<file path="config.mk">
export PLATFORM = sky130hd
export DESIGN_NAME = hangman_main
export DESIGN_NICKNAME = d
export VERILOG_FILES = /design/src/rtl/hangman_main.sv
export SDC_FILE = /design/constraint.sdc
export NUM_CORES = 1
export LEC_CHECK = 0
export BUFFER_PORTS_ARGS = -buffer_cell sky130_fd_sc_hd__buf_4
export CORE_AREA = 2 2 207 209
export CTS_CLUSTER_DIAMETER = 60
export DETAILED_ROUTE_END_ITERATION = 6
export DIE_AREA = 0 0 209 211
export PLACE_DENSITY = 0.49
export RECOVER_POWER = 100
export REMOVE_ABC_BUFFERS = 1
export SETUP_SLACK_MARGIN = 0.05
export SLEW_MARGIN = 20
export SYNTH_ARGS = -nofsm -noshare
export SYNTH_HDL_FRONTEND = slang
export SYNTH_SLANG_ARGS = --single-unit
</file>
<file path="constraint.sdc">
create_clock -name clk -period 11.59 [get_ports clk]
set_input_delay 1.159 -clock clk [delete_from_list [all_inputs] [get_ports clk]]
set_output_delay 1.159 -clock clk [all_outputs]
set_load 0.1 [all_outputs]
</file>
<file path="src/rtl/hangman_main.sv">
// hangman_main: two-keypad Hangman core. The host spells a secret word with
// multi-tap keys, the player then guesses letters against it. Game progress
// is shown on two 16-character LCD rows per side and on RGB status LEDs.
module hangman_main #(
    parameter int DEBOUNCE = 8,
    parameter int WORD_LEN = 5,
    parameter int MAX_MISS = 6
) (
    input  logic         clk,
    input  logic         nRst,
    input  logic         role_switch,
    input  logic [3:0]   input_row_host,
    input  logic [3:0]   input_row_player,
    output logic         red,
    output logic         green,
    output logic         blue,
    output logic         error,
    output logic         msg_sent,
    output logic [127:0] host_row1,
    output logic [127:0] host_row2,
    output logic [127:0] play_row1,
    output logic [127:0] play_row2
);
    localparam int CW = (DEBOUNCE > 2) ? $clog2(DEBOUNCE) : 1;
    localparam int LW = $clog2(WORD_LEN + 1);
    localparam logic [39:0] TXT_WORD   = "WORD:";
    localparam logic [55:0] TXT_LETTER = "LETTER:";
    localparam logic [47:0] TXT_GUESS  = "GUESS:";
    localparam logic [39:0] TXT_MISS   = "MISS:";

    typedef enum logic [1:0] {PH_SET, PH_GUESS, PH_WIN, PH_LOSE} phase_t;

    phase_t              phase_q, phase_d;
    logic [3:0]          hostMeta_q, hostSync_q, playMeta_q, playSync_q;
    logic [3:0]          cand_q;
    logic [CW-1:0]       cnt_q;
    logic                armed_q, role_q;
    logic [LW-1:0]       count_q, count_d;
    logic [3:0]          miss_q, miss_d;
    logic [1:0]          pendGrp_q, pendGrp_d;
    logic [3:0]          pendIdx_q, pendIdx_d;
    logic [7:0]          word_q [WORD_LEN];
    logic [7:0]          word_d [WORD_LEN];
    logic [WORD_LEN-1:0] revealed_q, revealed_d, hitMask;
    logic [25:0]         guessed_q, guessed_d;
    logic                started_q, started_d, msgSent_q, msgSent_d, error_q, error_d;
    logic [3:0]          keyBus;
    logic                roleChange, stableHit, keyOneHot, pressEvt;
    logic [7:0]          pendCh;
    logic [4:0]          letterNum;
    logic [1:0]          keyGrp;
    logic [7:0]          h1C [16];
    logic [7:0]          h2C [16];
    logic [7:0]          p1C [16];
    logic [7:0]          p2C [16];

    // Letter shown for a multi-tap group (1=R0, 2=R1, 3=R2) and tap index; space when none.
    function automatic logic [7:0] letterOf(input logic [1:0] grp, input logic [3:0] idx);
        logic [7:0] ch;
        ch = 8'h20;
        case (grp)
            2'd1: case (idx)
                4'd0: ch = "A";  4'd1: ch = "E";  4'd2: ch = "I";  4'd3: ch = "O";
                4'd4: ch = "U";  default: ch = 8'h20;
            endcase
            2'd2: case (idx)
                4'd0: ch = "J";  4'd1: ch = "K";  4'd2: ch = "L";  4'd3: ch = "M";
                4'd4: ch = "N";  4'd5: ch = "B";  4'd6: ch = "C";  4'd7: ch = "D";
                4'd8: ch = "F";  4'd9: ch = "G";  4'd10: ch = "H"; default: ch = 8'h20;
            endcase
            2'd3: case (idx)
                4'd0: ch = "P";  4'd1: ch = "Q";  4'd2: ch = "R";  4'd3: ch = "S";
                4'd4: ch = "T";  4'd5: ch = "V";  4'd6: ch = "W";  4'd7: ch = "X";
                4'd8: ch = "Y";  4'd9: ch = "Z";  default: ch = 8'h20;
            endcase
            default: ch = 8'h20;
        endcase
        return ch;
    endfunction

    // Index of the last letter in a group, where tapping wraps back to the first.
    function automatic logic [3:0] grpLast(input logic [1:0] grp);
        case (grp)
            2'd1:    return 4'd4;
            2'd2:    return 4'd10;
            default: return 4'd9;
        endcase
    endfunction

    // The live keypad depends on phase and role; finished games listen to nothing.
    assign keyBus = (phase_q == PH_SET)   ? (role_switch ? playSync_q : hostSync_q) :
                    (phase_q == PH_GUESS) ? (role_switch ? hostSync_q : playSync_q) : 4'b0000;
    assign roleChange = (role_switch != role_q);
    assign keyOneHot  = (cand_q != 4'b0000) && ((cand_q & (cand_q - 4'b0001)) == 4'b0000);
    assign stableHit  = !roleChange && (keyBus == cand_q) && (cnt_q == CW'(DEBOUNCE - 2));
    assign pressEvt   = stableHit && armed_q && keyOneHot;
    assign pendCh     = letterOf(pendGrp_q, pendIdx_q);
    assign letterNum  = 5'(pendCh - 8'h41);
    assign keyGrp     = cand_q[3] ? 2'd1 : (cand_q[2] ? 2'd2 : 2'd3);

    // Two-flop synchronizers for both keypad row buses.
    always_ff @(posedge clk or negedge nRst) begin
        if (!nRst) begin
            hostMeta_q <= '0; hostSync_q <= '0; playMeta_q <= '0; playSync_q <= '0;
        end else begin
            hostMeta_q <= input_row_host;   hostSync_q <= hostMeta_q;
            playMeta_q <= input_row_player; playSync_q <= playMeta_q;
        end
    end

    // Debouncer: a pattern must hold steady; a press needs a settled release before it re-arms.
    always_ff @(posedge clk or negedge nRst) begin
        if (!nRst) begin
            cand_q <= '0; cnt_q <= '0; armed_q <= 1'b1; role_q <= 1'b0;
        end else begin
            role_q <= role_switch;
            if (roleChange) begin
                cand_q <= '0; cnt_q <= '0; armed_q <= 1'b0;
            end else if (keyBus != cand_q) begin
                cand_q <= keyBus; cnt_q <= '0;
            end else begin
                if (cnt_q != CW'(DEBOUNCE - 1)) cnt_q <= cnt_q + 1'b1;
                if (stableHit && cand_q == 4'b0000) armed_q <= 1'b1;
                else if (pressEvt)                  armed_q <= 1'b0;
            end
        end
    end

    // Game state register.
    always_ff @(posedge clk or negedge nRst) begin
        if (!nRst) begin
            phase_q <= PH_SET; count_q <= '0; miss_q <= '0; pendGrp_q <= '0; pendIdx_q <= '0;
            revealed_q <= '0; guessed_q <= '0; started_q <= 1'b0; msgSent_q <= 1'b0; error_q <= 1'b0;
            for (int i = 0; i < WORD_LEN; i++) word_q[i] <= 8'h20;
        end else begin
            phase_q <= phase_d; count_q <= count_d; miss_q <= miss_d; pendGrp_q <= pendGrp_d;
            pendIdx_q <= pendIdx_d; revealed_q <= revealed_d; guessed_q <= guessed_d;
            started_q <= started_d; msgSent_q <= msgSent_d; error_q <= error_d; word_q <= word_d;
        end
    end

    // Next-state: multi-tap entry, word building in SET, guess scoring in GUESS.
    always_comb begin
        phase_d = phase_q; count_d = count_q; miss_d = miss_q; pendGrp_d = pendGrp_q;
        pendIdx_d = pendIdx_q; revealed_d = revealed_q; guessed_d = guessed_q;
        started_d = started_q; msgSent_d = msgSent_q; error_d = 1'b0; word_d = word_q;
        hitMask = '0;
        if (roleChange) begin
            pendGrp_d = 2'd0; pendIdx_d = 4'd0;
        end else if (pressEvt) begin
            started_d = 1'b1;
            if (cand_q[0]) begin
                if (pendGrp_q == 2'd0) begin
                    error_d = 1'b1;
                end else begin
                    pendGrp_d = 2'd0; pendIdx_d = 4'd0;
                    if (phase_q == PH_SET) begin
                        for (int i = 0; i < WORD_LEN; i++)
                            if (count_q == LW'(i)) word_d[i] = pendCh;
                        count_d = count_q + LW'(1);
                        if (count_q == LW'(WORD_LEN - 1)) begin
                            phase_d = PH_GUESS; msgSent_d = 1'b1; revealed_d = '0;
                        end
                    end else if (guessed_q[letterNum]) begin
                        error_d = 1'b1;
                    end else begin
                        guessed_d[letterNum] = 1'b1;
                        for (int i = 0; i < WORD_LEN; i++) hitMask[i] = (word_q[i] == pendCh);
                        if (hitMask != '0) begin
                            revealed_d = revealed_q | hitMask;
                            if (&revealed_d) phase_d = PH_WIN;
                        end else begin
                            miss_d = miss_q + 4'd1;
                            if (miss_q == 4'(MAX_MISS - 1)) phase_d = PH_LOSE;
                        end
                    end
                end
            end else if (pendGrp_q == keyGrp) begin
                pendIdx_d = (pendIdx_q == grpLast(keyGrp)) ? 4'd0 : pendIdx_q + 4'd1;
            end else begin
                pendGrp_d = keyGrp; pendIdx_d = 4'd0;
            end
        end
    end

    // LCD text: rows stay blank until play starts; a lost game shows the whole word.
    always_comb begin
        for (int i = 0; i < 16; i++) begin
            h1C[i] = 8'h20; h2C[i] = 8'h20; p1C[i] = 8'h20; p2C[i] = 8'h20;
        end
        if (started_q) begin
            for (int i = 0; i < 5; i++) h1C[i] = TXT_WORD[39-8*i -: 8];
            for (int i = 0; i < WORD_LEN; i++)
                if (LW'(i) < count_q) h1C[5+i] = word_q[i];
            for (int i = 0; i < 7; i++) h2C[i] = TXT_LETTER[55-8*i -: 8];
            if (phase_q == PH_SET) h2C[7] = pendCh;
        end
        if (phase_q != PH_SET) begin
            for (int i = 0; i < 6; i++) p1C[i] = TXT_GUESS[47-8*i -: 8];
            for (int i = 0; i < WORD_LEN; i++)
                p1C[6+i] = (revealed_q[i] || phase_q == PH_LOSE) ? word_q[i] : 8'h5F;
            for (int i = 0; i < 5; i++) p2C[i] = TXT_MISS[39-8*i -: 8];
            p2C[5] = 8'h30 + {4'b0000, miss_q};
            if (phase_q == PH_GUESS) p2C[7] = pendCh;
        end
        for (int i = 0; i < 16; i++) begin
            host_row1[127-8*i -: 8] = h1C[i];
            host_row2[127-8*i -: 8] = h2C[i];
            play_row1[127-8*i -: 8] = p1C[i];
            play_row2[127-8*i -: 8] = p2C[i];
        end
    end

    assign blue     = started_q && (phase_q == PH_SET || phase_q == PH_GUESS);
    assign green    = (phase_q == PH_WIN);
    assign red      = (phase_q == PH_LOSE);
    assign error    = error_q;
    assign msg_sent = msgSent_q;
endmodule

</file>
-- After elaboration in Yosys (flattened, before gate mapping)
Memory sizes are Yosys's and may differ from the RTL's.
Index checks and enable logic that the tools add are counted.
- register bits after elaboration: 114
- ROM bits: 208
- input port bits: 11
- output and inout bits: 517
- memories kept: 2
- $add $sub $neg: 7
- order comparisons: 7
- equal/unequal tests: 35
- muxes and demuxes: 70
- bitwise gates (word level): 8
- reduce and logical (&&, ||, !) cells: 45
- memory list (memory ; depth ; width ; rd ports ; clocked after memory_dff ; write ports ; line ; source):
    (name not given) ; 16 ; 7 ; 1 ; 0 ; 0 ; 71 ; 2'd3: case (idx)
    (name not given) ; 16 ; 6 ; 1 ; 0 ; 0 ; 66 ; 2'd2: case (idx)
- operators by type and width (kind ; count):
    $mux 8 ; 13
    $mux 87 ; 1
    $mux 79 ; 1
    $mux 4 ; 16
    $mux 63 ; 1
    $mux 47 ; 1
    $eq 8x8->1 ; 5
    $reduce_and 6->1 ; 6
    $pmux 7 s5 ; 1
    $or 26x26->26 ; 1
    $mux 2 ; 12
    $pmux 8 s3 ; 1
    $mux 5 ; 4
    $reduce_and 7->1 ; 2
    $mux 1 ; 13
    $logic_not 4->1 ; 3
    $eq 2x2->1 const B ; 5
    $reduce_and 5->1 ; 2
    $mux 3 ; 3
    $ne 3x3->1 const B ; 3
    $reduce_bool 3->1 ; 3
    $add 4x1->4 const B ; 2
    $eq 4x2->1 const B ; 2
    $eq 4x3->1 const B ; 2
    other kinds (38) ; 69

-- Longest topological paths before layout
Gate-level depths: netlist of run 1.
- depth in word-level cells: 16
- gate-level depth with buffers: 18

-- Worst setup path after synthesis of run 1
No wires, ideal clock.
- path type: flip-flop to output port
- start: reg phase_q[1]
- end: out play_row1[45]
- arrival time: 4.778 ns
- data required time: 10.431 ns
- path slack: 5.653 ns
- cell stages (with the launch flop): 6
- path buffers: 2
- cell sequence: dfrtp_1 > clkbuf_1 > nor2_1 > inv_1 > clkbuf_1 > o21ai_0
- word-level cells in the longest chain between the ends: 4
- elaborated cells between the ends (all ways): 5
- those cells by class: eq/ne (1); mux (2); reduce/logical (2)
- RTL lines (element ; line ; source):
    start: declaration ; 33 ; phase_t phase_q, phase_d;
    start signal: assignment ; 136 ; phase_q <= phase_d; count_q <= count_d; miss_q <= miss_d; pendGrp_q <= pendGrp_d;
    $eq 2x2->1 ; 201 ; p1C[6+i] = (revealed_q[i] || phase_q == PH_LOSE) ? word_q[i] : 8'h5F;
    $logic_or 1x1->1 ; 201 ;
    $mux 8 ; 201 ;
    $mux 87 (*) ; 198 ; if (phase_q != PH_SET) begin
    end: declaration ; 21 ; output logic [127:0] play_row1,
Mark *: on every way between the ends. The rest lies on a longest branch, timed or not.

-- Worst setup path after layout of run 1
- start: reg pendIdx_q[1]
- end: reg guessed_q[9]
- word-level cells in the longest chain between the ends: 9
- elaborated cells between the ends (all ways): 20
- those cells by class: add/sub (1); order compare (2); eq/ne (4); mux (6); bitwise (2); reduce/logical (3); memory (2)
- RTL lines (element ; line ; source):
    start: declaration ; 41 ; logic [3:0] pendIdx_q, pendIdx_d;
    start signal: assignment ; 137 ; pendIdx_q <= pendIdx_d; revealed_q <= revealed_d; guessed_q <= guessed_d;
    branches (longest 2 deep; another with $mem_v2 16x7) ; n/a ;
    $pmux 8 s3 (*) ; 61 ; case (grp)
    named net pendCh[0] ; 49 ; logic [7:0] pendCh;
    $sub 5x1->5 (*) ; 98 ; assign letterNum = 5'(pendCh - 8'h41);
    $lt 5x6->1 (implied by the code) or $ge 5x1->1 (tied branches) ; 167 ; guessed_d[letterNum] = 1'b1;
    $logic_and 1x1->1 (implied by the code) ; 167 ;
    $mux 1 (implied by the code) ; 167 ;
    $demux 1 s5 ; 167 ;
    $or 26x26->26 (no line) ; n/a ;
    end signal: assignment ; 137 ;
    end: declaration ; 45 ; logic [25:0] guessed_q, guessed_d;
Mark *: on every way through the listed nets, which the timed path passes. The select of a mux whose other input is x is not followed.
A chain may end at the register's enable or synchronous reset.

==> flow_summary.json, run 1 <==
{
  "outcome": "finished, violations left",
  "failed_checks": "capacitance limit, slew limit",
  "synth-xor-area-share": 0.0315,
  "areaGrowthSynthToFinish_pct": -2.98,
  "clock-sinks": 109,
  "synth-adder-area-share": 0.0261,
  "crit_type": "reg2reg",
  "combPwrFrac": 0.466,
  "synthesis.area_um2": 9600,
  "cts_hold_buf": 0,
  "postRouteAntennaNets": 0,
  "rows": 75,
  "path_clk_slew_ps": 80,
  "cts_resized": 0,
  "vias_per_cell": 3.78,
  "fmax_mhz": 137,
  "p_int_uw": 598,
  "drc": 0,
  "antenna_found_initial": 1,
  "synth.distinct_cells": 79,
  "core_area_um2": 41800,
  "p_sw_uw": 737,
  "grt_pass1_vias": 5735,
  "ios": 528,
  "hold_viol_final": 0,
  "leakage_uw": 0.00456,
  "cts_buffer_depth": 2,
  "synthFlopType": "dfrtp_1",
  "fin_crit_sh": 0.628,
  "first_pass_iters": 4,
  "maxCapViolations": 7,
  "io_buffers": 202,
  "fin_setup_tns_ps": 0,
  "reg2reg_to": "guessed_q[9]$_DFFE_PN0P_",
  "power_density_nw_per_um2": 143,
  "synth_top_family_by_area": "buffers and inverters",
  "ir_drop_mv": 0.101,
  "fin_crit_ps": 7280,
  "die_w_um": 209,
  "tritoncts": "done",
  "gp_congestion": 0.825,
  "cp-end-kind": "flip-flop",
  "nNetsFinal": 1247,
  "grt_setup_unrepaired": "false",
  "routed_wl_um": 25300,
  "cts_buffers": 9,
  "avgSynthCellArea_um2": 8.53,
  "cp_slowest_cell": "nor4b_1",
  "worst_pin_slew_ps": 3080,
  "worstPathCellList": "inv_1 -> ha_1 -> mux2_2 -> o2bb2ai_1 -> a211oi_1 -> inv_1 -> ha_1 -> mux4_2 -> mux2i_1 -> a2bb2oi_1 -> nor4b_1 -> nand2_1 -> o21bai_1",
  "seqPwrFrac": 0.294,
  "via_count": 6656,
  "r2r-start": "pendIdx_q[1]$_DFFE_PN0P_",
  "r2r_slack_ps": 4310,
  "synth_mux_area_frac": 0.0357,
  "initial_core_util": 0.230,
  "cp_data_required_time_ps": 11860,
  "die_area_um2": 44100,
  "grt.total_usage": 0.107,
  "max_stage_delay_ps": 2260,
  "cts_setup_buffers": 0,
  "worstSetupStartpointType": "flip-flop",
  "synth_compound_area_frac": 0.105,
  "sw_frac_of_total": 0.552,
  "clk_latency_ps": 360,
  "worst_r2r_path_depth": 13,
  "finalSetupViolations": 0,
  "synth-seq-cells": 109,
  "synth_cells": 1126,
  "die_y_um": 211,
  "skew_ps": 13.9,
  "worstHoldEndpoint": "hostSync_q[0]$_DFF_PN0_",
  "final_util": 0.223,
  "h-tree-depth": 3,
  "ys_seq_area_frac": 0.285,
  "overflow": 0,
  "drv_slew": 213,
  "drive_above_1_share": 0.0581,
  "routedWlPerCell_um": 14.4,
  "grt_max_degree": 77,
  "timing.slew.headroom": -1.05,
  "hold_start": "hostMeta_q[0]$_DFF_PN0_",
  "synth_edf_count": 0,
  "grt_pass1_wl_um": 35800,
  "min_path_cells": 0,
  "dp.final_hpwl_um": 19800,
  "pwr-share-clk": 0.240,
  "synth_simple_gate_area_share": 0.160,
  "root_buffer": "clkbuf_16",
  "crit_path_max_fanout": 16,
  "first_iter_violations": 342,
  "p_total_uw": 1340,
  "hold_class": "reg2reg",
  "cp.arrival_ps": 7550,
  "nFillCells": 4730,
  "synth-async-reset-ratio": 1.00,
  "synth_warnings": 0
}
[cell families (layout without fill, tap and decap cells)]
| kind of cell | after synthesis | in the layout |
|---|---|---|
| xor gates and xnor gates | 32 | 32 |
| buffers and inverters | 483 | 255 |
| adders and majority gates | 20 | 20 |
| and+or+nand+nor | 309 | 309 |
| DFF | 109 | 109 |
| other | 2 | 326 |
| AOI/OAI and AO/OA | 145 | 145 |
| muxes | 26 | 26 |
[worst max-delay path, delay by kind of cell (launching register included)]
family / cells / cell delay, ps
AOI/OAI and AO/OA: 4 / 1930
adders and majority gates: 2 / 780
buffers and inverters: 2 / 350
DFF: 1 / 610
muxes: 3 / 770
and+or+nand+nor: 2 / 2740
[registers in the layout (all words and copies together), names as in the netlist]
name	flops
phase_q	2
revealed_q	5
miss_q	4
cand_q	4
armed_q	1
started_q	1
word_q	35
hostMeta_q	4
count_q	3
pendIdx_q	4
error	1
hostSync_q	4
role_q	1
playSync_q	4
pendGrp_q	2
cnt_q	3
guessed_q	26
playMeta_q	4
msg_sent	1
[Yosys cell counts, drive strengths merged, types with 4 or more instances]
master / number / area [um^2]
ha: 20 / 250
nand2b: 6 / 37.5
a22oi: 4 / 30.0
a211oi: 9 / 82.6
nor2b: 5 / 31.3
nand2: 61 / 231
nand3: 13 / 70.1
a221oi: 5 / 43.8
or3: 10 / 62.6
and3: 17 / 106
o21bai: 18 / 135
nor3: 16 / 85.1
o22ai: 4 / 31.3
nor4: 4 / 25.0
xor2: 5 / 43.8
a21oi: 15 / 78.8
mux2: 6 / 67.6
dfstp: 6 / 158
o21ai: 46 / 230
nand4: 5 / 31.3
buf: 435 / 3240
nand3b: 5 / 37.5
a21o: 7 / 52.6
nor2: 118 / 445
inv: 25 / 93.8
clkbuf: 23 / 86.3
and2: 32 / 200
mux2i: 14 / 140
xnor2: 27 / 259
mux4: 6 / 135
dfrtp: 103 / 2580
[routing by layer]
layer,track usage,part of all wire,vias up
li1,-,-,3163
met1,0.134,0.43,3197
met2,0.187,0.51,265
met3,0.0144,0.037,31
met4,0.0406,0.024,0
met5,0,0,-
[worst max-delay path by stage]
stage	startpoint	endpoint	slack, ps	cells after the start
after global routing	pendIdx_q[1]$_DFFE_PN0P_	guessed_q[9]$_DFFE_PN0P_	3440	13
final	pendIdx_q[1]$_DFFE_PN0P_	guessed_q[9]$_DFFE_PN0P_	4310	13
after CTS	pendIdx_q[1]$_DFFE_PN0P_	guessed_q[9]$_DFFE_PN0P_	6500	12
after global placement	pendIdx_q[1]$_DFFE_PN0P_	miss_q[3]$_DFFE_PN0P_	6700	12
after floorplan	phase_q[0]$_DFFE_PN0P_	play_row1[45]	-93410	3
after detailed placement	pendIdx_q[1]$_DFFE_PN0P_	guessed_q[9]$_DFFE_PN0P_	6530	12
[metrics by stage]
step	hold slack [ps]	std cells	area (um^2)	setup WS [ps]
6_report	335	1761	9310	4310
5_1_grt	353	1760	9310	3440
4_1_cts	340	1759	10100	6500
3_5_place_dp	336	1743	9770	6530
3_3_place_gp	338	1743	9770	6700
2_1_floorplan	331	991	7490	-93410
[power by group through the flow]
stage | sequential, uW | combinational [uW] | clock [uW]
floorplan | 397 | 568 | 0
global placement | 400 | 627 | 0
detailed placement | 400 | 626 | 0
CTS | 392 | 627 | 332
global route | 394 | 642 | 347
finish | 393 | 622 | 321
[final cells by class]
type | count | area [um^2] | area share
tap | 539 | 674 | 0.0724
timing repair buffer | 214 | 901 | 0.0967
antenna | 1 | 2.50 | 0.000269
clock buffer | 10 | 229 | 0.0246
sequential | 109 | 2740 | 0.294
multi-input combinational | 857 | 4610 | 0.495
inverter | 25 | 93.8 | 0.0101
clock inverter | 6 | 70.1 | 0.00752
[cell usage in the layout (no fill, tap or decap), types with 6 or more instances in the layout]
master       n
mux2i_1     14
mux2_2       6
o21ai_0     44
nor3_1      16
ha_1        20
o21bai_1    18
nand3_1     12
and2_1      28
inv_1       25
buf_4       18
nand2_1     60
nand2b_1     6
and3_1      17
dfstp_2      6
dfrtp_1    103
clkbuf_16    9
a21oi_1     15
or3_1       10
nor2_1     116
a211oi_1     8
mux4_2       6
xnor2_1     26
conb_1     325
clkbuf_1   189
a21o_1       7
clkbuf_4     8
No activity file was read; power rests on OpenSTA's default activity.
==> run 2, diff against run 1 <==
--- a/config.mk
+++ b/config.mk
@@ -6,11 +6,11 @@
 export NUM_CORES = 1
 export LEC_CHECK = 0
 export BUFFER_PORTS_ARGS = -buffer_cell sky130_fd_sc_hd__buf_4
-export CORE_AREA = 2 2 207 209
+export CORE_AREA = 2 2 203 205
 export CTS_CLUSTER_DIAMETER = 60
 export DETAILED_ROUTE_END_ITERATION = 6
-export DIE_AREA = 0 0 209 211
-export PLACE_DENSITY = 0.49
+export DIE_AREA = 0 0 205 207
+export PLACE_DENSITY = 0.5
 export RECOVER_POWER = 100
 export REMOVE_ABC_BUFFERS = 1
 export SETUP_SLACK_MARGIN = 0.05
==> constraint.sdc (replaced) <==
create_clock -name clk -period 7.2 [get_ports clk]
set_input_delay 0.72 -clock clk [delete_from_list [all_inputs] [get_ports clk]]
set_output_delay 0.72 -clock clk [all_outputs]
set_load 0.1 [all_outputs]
==> run 2 against run 1 <==
  * The flow still finishes with violations (capacitance limit, slew limit)
  * Worst setup slack lost 2900 ps
  * Via count is the same
  * Largest cell class unchanged
  * Cell count shrank 0.57%
  * Final area grew 0.28%
  * Non-clock buffer count shrank 2
  * Die area shrank 3.8%
  * Utilization grew 0.83 points
  * Critical endpoint is now play_row1[69]
  * Wire length shrank 2.6%
  * Largest power group unchanged
  * Sequential cell count is the same
  * Clock power grew 69%
  * Hold slack gained 14 ps
==> flow_summary.json, run 2 (synthesis results as in run 1) <==
{
  "fin_crit_sh": 0.802,
  "maxCapViolations": 4,
  "overflow": 0,
  "dp.final_hpwl_um": 19000,
  "worst_pin_slew_ps": 2290,
  "r2r_slack_ps": 1730,
  "first_iter_violations": 357,
  "nFillCells": 4561,
  "grt_pass1_vias": 5974,
  "p_total_uw": 2170,
  "setup_ws_ps": 1430,
  "mostFrequentLayoutCell": "conb_1",
  "path_clk_slew_ps": 80,
  "core_area_um2": 40400,
  "hold_viol_final": 0,
  "first_pass_iters": 4,
  "initial_core_util": 0.238,
  "final_util": 0.231,
  "skew_ps": 12.3,
  "drive_above_1_share": 0.0582,
  "grt_setup_unrepaired": "false",
  "routed_wl_um": 24700,
  "cts_resized": 0,
  "top_register": "word_q",
  "fmax_mhz": 173,
  "largest_register_ff_count": 35,
  "cts_hold_buf": 0,
  "nNetsFinal": 1245,
  "grt.total_usage": 0.110,
  "root_buffer": "clkbuf_16",
  "fin_setup_tns_ps": 0,
  "ir_drop_mv": 0.148,
  "die_area_um2": 42400,
  "via_count": 6656,
  "top_regs": "word_q x35, guessed_q x26, revealed_q x5",
  "gp_congestion": 0.822,
  "cts_buffer_depth": 2,
  "grt_pass1_wl_um": 36100,
  "crit_path_max_fanout": 46,
  "failed_checks": "capacitance limit, slew limit",
  "cp.arrival_ps": 5050,
  "cp_data_required_time_ps": 6480,
  "outcome": "finished, violations left",
  "num_antenna_cells": 0,
  "cp-end-kind": "primary output",
  "fin_cells": 1751,
  "clock-sinks": 109,
  "leakage_uw": 0.00457,
  "drc": 0,
  "clk_latency_ps": 360,
  "power_density_nw_per_um2": 233,
  "routedWlPerCell_um": 14.1,
  "ios": 528,
  "dp.cells": 1735,
  "h-tree-depth": 3,
  "antenna_found_initial": 1,
  "tritoncts": "done",
  "worstSetupStartpointType": "flip-flop",
  "die_w_um": 205,
  "grt_max_degree": 68,
  "finalSetupViolations": 0,
  "layout_common_cells": "325 x conb_1, 187 x clkbuf_1, 116 x nor2_1, 103 x dfrtp_1, 61 x nand2_1",
  "postRouteAntennaNets": 0,
  "drv_slew": 182,
  "pre_cts_ws_ps": 2210,
  "rows": 74,
  "io_buffers": 202,
  "crit_type": "reg2out",
  "timing.slew.headroom": -0.527,
  "cts_buffers": 9,
  "areaGrowthSynthToFinish_pct": -2.71,
  "fin_crit_ps": 5770,
  "die_y_um": 207,
  "cts_setup_buffers": 0,
  "vias_per_cell": 3.80,
  "hold_class": "reg2reg"
}
## run 2: cell count changes in the layout (fill, tap and decap cells not counted), moves of 2 or more
cell,change
a2111oi_0,-2
and2_0,-2
and2_1,+2
clkbuf_1,-2
inv_6,-2
inv_8,+2
nor4b_1,-2
## run 2: where the power goes
part           internal (uW)  switching (uW)
logic                   69.6             932
registers                619            11.6
clock network            280             262
total                    969            1210
## run 2: critical path, stage by stage, from the launching register on
cell and delay [ps]:
dfrtp_1 610, nor2_4 150, clkbuf_1 1480, inv_1 370
clkbuf_1 830, o21ai_0 310, clkbuf_1 910
## run 2: metrics by stage
stage	area (um^2)	hold slack, ps
floorplan	7490	331
global placement	9760	340
detailed placement	9760	337
CTS	10100	344
global route	9340	363
finish	9340	349
## run 2: cell type report
type                       instances  area [um^2]  area share
sequential                       109         2740       0.293
tap                              532          666      0.0713
multi-input combinational        857         4640       0.496
clock buffer                       9          225      0.0241
inverter                          25         93.8      0.0100
clock inverter                     7         93.8      0.0100
timing repair buffer             212          890      0.0952
## run 2: final timing paths
check	to	cells past startpoint	startpoint
worst max-delay path	play_row1[69]	6	phase_q[1]$_DFFE_PN0P_
worst min-delay path	hostSync_q[1]$_DFF_PN0_	0	hostMeta_q[1]$_DFF_PN0_
worst max register to register	guessed_q[4]$_DFFE_PN0P_	12	pendIdx_q[1]$_DFFE_PN0P_
worst min register to register	hostSync_q[1]$_DFF_PN0_	0	hostMeta_q[1]$_DFF_PN0_
max in group asynchronous	hostMeta_q[3]$_DFF_PN0_	2	nRst
min in group asynchronous	word_q[24]$_DFFE_PN0P_	1	nRst
## run 2: metal layers
layer  share of wire  GRT usage
met2            0.50      0.191
met3           0.064     0.0148
met1            0.42      0.139
met4           0.024     0.0399
met5               0          0
